[config.mk]
export PLATFORM = sky130hd
export DESIGN_NAME = seg_scan4_flat
export DESIGN_NICKNAME = d
export VERILOG_FILES = /design/src/rtl/seg_scan4_pkg.sv /design/src/rtl/seg_scan4_if.sv /design/src/rtl/seg_scan4_prescaler.sv /design/src/rtl/seg_scan4.sv /design/src/flat_wrapper.sv
export SDC_FILE = /design/constraint.sdc
export NUM_CORES = 1
export LEC_CHECK = 0
export CAP_MARGIN = 5
export CORE_ASPECT_RATIO = 0.5
export CORE_MARGIN = 3
export CORE_UTILIZATION = 35
export CTS_CLUSTER_DIAMETER = 150
export DETAILED_ROUTE_END_ITERATION = 6
export MAX_ROUTING_LAYER = met4
export SYNTH_ARGS = -nofsm -noshare
export SYNTH_HDL_FRONTEND = slang
export SYNTH_HIERARCHICAL = 1
export SYNTH_SLANG_ARGS = --single-unit
[constraint.sdc]
create_clock -name clk -period 3.2 [get_ports clk]
set_input_delay 0.96 -clock clk [delete_from_list [all_inputs] [get_ports clk]]
set_output_delay 0.96 -clock clk [all_outputs]
set_load 0.02 [all_outputs]
[src/rtl/seg_scan4_pkg.sv]
// Shared definitions for the multiplexed 7-segment display blocks:
// digit count, anode-off pattern, nibble select and leading-zero blanking.
package seg_pkg;

   localparam int              NDIG   = 4;
   localparam logic [NDIG-1:0] AN_OFF = 4'b1111;

   typedef logic [1:0] idx_t;

   function automatic logic [3:0] nib_sel(input logic [15:0] d, input idx_t i);
      return d[{i, 2'b00} +: 4];
   endfunction

   // Bit i set when digit i is a leading zero; digit 0 always stays lit
   function automatic logic [3:0] lz_mask(input logic [15:0] d);
      logic [3:0] m;
      m[3] = (d[15:12] == 4'h0);
      m[2] = m[3] & (d[11:8] == 4'h0);
      m[1] = m[2] & (d[7:4] == 4'h0);
      m[0] = 1'b0;
      return m;
   endfunction

endpackage

[src/rtl/seg_scan4_if.sv]
// Host-side load port and display-side drive signals of the 4-digit scanner.
interface seg_scan4_if;

   logic        load;
   logic [15:0] value;
   logic [3:0]  dp_in;
   logic        blank_lz;
   logic [3:0]  x;
   logic [3:0]  an;
   logic        dp;
   logic        pending;

   modport master (output load, value, dp_in, blank_lz,
                   input  x, an, dp, pending);
   modport slave  (input  load, value, dp_in, blank_lz,
                   output x, an, dp, pending);

endinterface

[src/rtl/seg_scan4_prescaler.sv]
// Dwell prescaler: counts 0..DIV-1 and flags the wrap cycle.
module seg_prescaler #(
   parameter int DIV   = 50000,
   parameter int CNT_W = 16
) (
   input  logic             clk,
   input  logic             rst_n,
   output logic [CNT_W-1:0] cnt,
   output logic             tick
);

   localparam logic [CNT_W-1:0] LAST = CNT_W'(DIV - 1);

   logic [CNT_W-1:0] cnt_q, cnt_d;

   always_comb begin
      tick  = (cnt_q == LAST);
      cnt_d = tick ? '0 : cnt_q + CNT_W'(1);
   end

   always_ff @(posedge clk or negedge rst_n) begin
      if (!rst_n) cnt_q <= '0;
      else        cnt_q <= cnt_d;
   end

   assign cnt = cnt_q;

endmodule

[src/rtl/seg_scan4.sv]
// 4-digit common-anode scanner: frame-synchronous value updates, optional
// leading-zero blanking and an all-anodes-off guard at the start of each dwell.
module seg_scan4
   import seg_pkg::*;
#(
   parameter int DIV   = 50000,
   parameter int GUARD = 16,
   parameter int CNT_W = 16
) (
   input  logic        clk,
   input  logic        rst_n,
   seg_scan4_if.slave  bus
);

   localparam logic [CNT_W-1:0] GUARD_C = CNT_W'(GUARD);

   logic [CNT_W-1:0] cnt;
   logic             tick, frame;

   idx_t        idx_q,       idx_d;
   logic [15:0] disp_q,      disp_d;
   logic [3:0]  disp_dp_q,   disp_dp_d;
   logic [15:0] shadow_q,    shadow_d;
   logic [3:0]  shadow_dp_q, shadow_dp_d;
   logic        pending_q,   pending_d;
   logic        blank_q,     blank_d;

   logic [3:0]  lz;
   logic        lit;

   seg_prescaler #(.DIV(DIV), .CNT_W(CNT_W)) u_pre (
      .clk   (clk),
      .rst_n (rst_n),
      .cnt   (cnt),
      .tick  (tick)
   );

   assign frame = tick & (idx_q == 2'd3);

   always_comb begin
      idx_d       = tick ? idx_q + 2'd1 : idx_q;
      disp_d      = disp_q;
      disp_dp_d   = disp_dp_q;
      shadow_d    = shadow_q;
      shadow_dp_d = shadow_dp_q;
      pending_d   = pending_q;
      blank_d     = bus.blank_lz;
      // A load on the boundary edge beats any older shadow
      if (frame && bus.load) begin
         disp_d      = bus.value;
         disp_dp_d   = bus.dp_in;
         shadow_d    = bus.value;
         shadow_dp_d = bus.dp_in;
         pending_d   = 1'b0;
      end else if (frame && pending_q) begin
         disp_d      = shadow_q;
         disp_dp_d   = shadow_dp_q;
         pending_d   = 1'b0;
      end else if (bus.load) begin
         shadow_d    = bus.value;
         shadow_dp_d = bus.dp_in;
         pending_d   = 1'b1;
      end
   end

   always_ff @(posedge clk or negedge rst_n) begin
      if (!rst_n) begin
         idx_q       <= '0;
         disp_q      <= '0;
         disp_dp_q   <= '0;
         shadow_q    <= '0;
         shadow_dp_q <= '0;
         pending_q   <= 1'b0;
         blank_q     <= 1'b0;
      end else begin
         idx_q       <= idx_d;
         disp_q      <= disp_d;
         disp_dp_q   <= disp_dp_d;
         shadow_q    <= shadow_d;
         shadow_dp_q <= shadow_dp_d;
         pending_q   <= pending_d;
         blank_q     <= blank_d;
      end
   end

   // Outputs depend on registers only, so nothing from the inputs glitches the display
   always_comb begin
      lz          = blank_q ? lz_mask(disp_q) : 4'b0000;
      lit         = (cnt >= GUARD_C) && !lz[idx_q];
      bus.x       = nib_sel(disp_q, idx_q);
      bus.an      = lit ? ~(4'b0001 << idx_q) : AN_OFF;
      bus.dp      = lit ? ~disp_dp_q[idx_q] : 1'b1;
      bus.pending = pending_q;
   end

endmodule

[src/flat_wrapper.sv]
// flat-port wrapper written by rule: the top's interface ports become plain ports
module seg_scan4_flat import seg_pkg::*;
#(
   parameter int DIV   = 50000,
   parameter int GUARD = 16,
   parameter int CNT_W = 16
)
  (clk, rst_n, bus_load, bus_value, bus_dp_in, bus_blank_lz, bus_x, bus_an, bus_dp, bus_pending);
  seg_scan4_if bus_i ();
  input  logic clk;
  input  logic rst_n;
  input wire logic [$bits(bus_i.load)-1:0] bus_load;
  input wire logic [$bits(bus_i.value)-1:0] bus_value;
  input wire logic [$bits(bus_i.dp_in)-1:0] bus_dp_in;
  input wire logic [$bits(bus_i.blank_lz)-1:0] bus_blank_lz;
  output wire logic [$bits(bus_i.x)-1:0] bus_x;
  output wire logic [$bits(bus_i.an)-1:0] bus_an;
  output wire logic [$bits(bus_i.dp)-1:0] bus_dp;
  output wire logic [$bits(bus_i.pending)-1:0] bus_pending;
  assign bus_i.load = bus_load;
  assign bus_i.value = bus_value;
  assign bus_i.dp_in = bus_dp_in;
  assign bus_i.blank_lz = bus_blank_lz;
  assign bus_x = bus_i.x;
  assign bus_an = bus_i.an;
  assign bus_dp = bus_i.dp;
  assign bus_pending = bus_i.pending;
  seg_scan4 #(.DIV(DIV), .GUARD(GUARD), .CNT_W(CNT_W)) u_core (.clk(clk), .rst_n(rst_n), .bus(bus_i));
endmodule
==> results.json <==
{
  "synthesis.area_um2": 2840,
  "p_switching_uw": 365,
  "peakVddDrop_mv": 0.265,
  "core_area_um2": 7600,
  "synth.largest_area_cell": "dfrtp_1",
  "timing.setup.critical_path_class": "reg -> out",
  "drt-pass1-iter-count": 4,
  "end_kind": "primary output",
  "fin_nets": 294,
  "yosysTopAreaCellShare": 0.528,
  "ys_ff_latch": 60,
  "nFillCells": 688,
  "tightest_slew_ns": 0.774,
  "hold_class": "reg -> reg",
  "holdBufCountCts": 0,
  "clk_pin_slew_ns": 0.05,
  "regArea_um2": 1500,
  "cts_max_level": 3,
  "area_growth_pct": 27.9,
  "cts-resized-gates": 0,
  "portBuffers": 33,
  "cap_violations": 0,
  "ys_seq_area_frac": 0.528,
  "die_area_um2": 9300,
  "via_per_inst": 4.93,
  "grt_first_pass_wirelength_um": 9400,
  "insertion_delay_ns": 0.32,
  "combPwrFrac": 0.050,
  "antenna_found_initial": 0,
  "grt_max_degree": 35,
  "relSlewSlack": 0.484,
  "worst-path-max-fanout": 7,
  "postRouteAntennaNets": 0,
  "status": "finished clean",
  "syn_area_per_cell_um2": 12.6,
  "power_frac_seq": 0.396,
  "synth_warnings": 6,
  "place_area_um2": 3270,
  "clock-sinks": 60,
  "clock.fmax_mhz": 325,
  "cp.required_ns": 2.24,
  "clockBufferDepth": 2,
  "p_int_mw": 1.65,
  "worstSetupStartpointType": "flop",
  "ios": 34,
  "p_clk_frac": 0.554,
  "cts_tree": "built",
  "period_share": 0.960,
  "gr-total-overflow": 0,
  "finalSetupTns_ns": 0,
  "postLayoutCellArea_um2": 3630,
  "die_h_um": 69.7,
  "synth_async_sr_flop_share": 1.00,
  "min_period_ns": 3.07,
  "via_count": 1862,
  "rsz0062_at_grt": "false",
  "wl_um": 5420,
  "synth_edf_count": 0,
  "diodes": 0,
  "synthCells": 225,
  "cp_data_arrival_time_ns": 2.11,
  "synth_commonest_cells": "60 x dfrtp_1, 22 x mux2_2, 20 x nand2_1",
  "wl_per_cell_um": 14.3,
  "ctsRootBufferMaster": "clkbuf_16",
  "gp_congestion": 0.898,
  "place_inst": 362,
  "switching_share": 0.182,
  "synth-main-ff-cell": "dfrtp_1",
  "track_usage": 0.133,
  "stdcell_count": 378,
  "hold_viol_final": 0,
  "power.density_nw_per_um2": 553,
  "setup_viol": 0,
  "initial_core_util": 0.374,
  "synth_area_leaders": "dfrtp_1 53%, mux2_2 8.7%, mux2i_1 5.6%",
  "dpl.hpwl_um": 3940,
  "fp-row-count": 22,
  "die_w_um": 133,
  "multiInputGateArea_um2": 1230,
  "post_cts_buffers": 0,
  "cts_buffers": 9,
  "slew_violations": 0,
  "grt_pass1_vias": 1916,
  "synth_fp_nets": 254,
  "finClkSkew_ns": 0.00420,
  "synthDistinctLibCells": 40,
  "leakage_nw": 1.68,
  "drive_gt1_frac": 0.226,
  "drt_iter0_drc": 181,
  "synth.most_common_cell": "dfrtp_1",
  "drc_errors": 0
}
-- per-layer routing --
| layer | track usage | up-vias | share of wire |
|---|---|---|---|
| met4 | 0.0479 | 0 | 0.017 |
| met1 | 0.160 | 927 | 0.46 |
| li1 | - | 891 | - |
| met3 | 0.0522 | 11 | 0.032 |
| met5 | - | - | 0 |
| met2 | 0.206 | 33 | 0.49 |
-- cells by family (layout without fill, tap and decap cells) --
group / after synthesis / count (layout) / share of synthesized area
AO/OA/AOI/OAI: 27 / 27 / 0.0603
XOR/XNOR: 13 / 13 / 0.0401
adder cells (fa/ha/maj): 5 / 5 / 0.0220
buffers and inverters: 16 / 61 / 0.0374
flip-flops: 60 / 60 / 0.528
multiplexers: 46 / 46 / 0.199
AND/OR/NAND/NOR: 58 / 58 / 0.113
-- placed cells by master, fill, tap and decap left out, types with 2 or more instances in the layout --
cell	instances
mux2i_1	16
mux2_2	22
nand3_1	4
clkbuf_16	9
and2_1	2
nor2_1	8
ha_1	5
dfrtp_1	59
mux2_4	3
and4_1	4
clkbuf_8	2
buf_4	8
mux4_2	5
bufinv_16	3
dlymetal6s2s_1	4
o21ai_0	12
o21ai_1	4
clkdlybuf4s50_1	28
o211ai_1	6
xnor2_1	4
nor4_1	5
xor2_1	9
inv_1	4
nand4_1	3
a21oi_1	2
nand2_1	20
-- power by group through the flow --
stage	sequential (mW)	combinational, mW	clock [mW]
2_1_floorplan	0.806	0.0487	0
3_3_place_gp	0.808	0.100	0
3_5_place_dp	0.809	0.103	0
4_1_cts	0.796	0.103	1.15
5_1_grt	0.799	0.112	1.18
6_report	0.797	0.100	1.11
-- worst max-delay path: stages, from the launching register on --
cell and delay, ns:
dfrtp_1 0.44, nor4_1 0.34, nand3_1 0.23, o211ai_1 0.15, clkdlybuf4s50_1 0.63
-- stage by stage --
stage / util / hold WS (ns) / total power, mW / setup WS, ns
after floorplan: - / 0.443 / 0.855 / 0.972
after global placement: 0.431 / 0.465 / 0.908 / 0.439
after detailed placement: 0.431 / 0.474 / 0.912 / 0.410
after CTS: 0.477 / 0.481 / 2.05 / 0.0566
after global routing: 0.478 / 0.499 / 2.09 / 0.00273
final: 0.478 / 0.478 / 2.01 / 0.128
-- flip-flops by register name, summed over array words and instances, names as in the netlist --
register	flops
u_core/blank_q	1
u_core/bus.pending	1
u_core/disp_dp_q	4
u_core/disp_q	16
u_core/idx_q	2
u_core/shadow_dp_q	4
u_core/shadow_q	16
u_core/u_pre/cnt	16
-- final timing paths --
check                               startpoint                    end  slack [ns]  cells past startpoint
max                        u_core/u_pre/cnt[8]                 bus_dp        0.13                      4
min                        u_core/u_pre/cnt[0]    u_core/u_pre/cnt[0]        0.48                      1
max reg2reg                u_core/u_pre/cnt[0]       u_core/disp_q[4]        1.20                      7
min reg2reg                u_core/u_pre/cnt[0]    u_core/u_pre/cnt[0]        0.48                      1
max in group asynchronous                rst_n   u_core/u_pre/cnt[12]        1.77                      2
min in group asynchronous                rst_n  u_core/shadow_dp_q[0]        0.71                      1
-- area by class of cell --
| cell class | instances | area share |
|---|---|---|
| Timing Repair Buffer | 41 | 0.109 |
| Clock inverter | 4 | 0.0262 |
| Inverter | 4 | 0.00413 |
| Tap cell | 108 | 0.0372 |
| Sequential cell | 60 | 0.413 |
| Multi-Input combinational cell | 149 | 0.340 |
| Clock buffer | 12 | 0.0706 |
(Power assumes the default switching activity.)
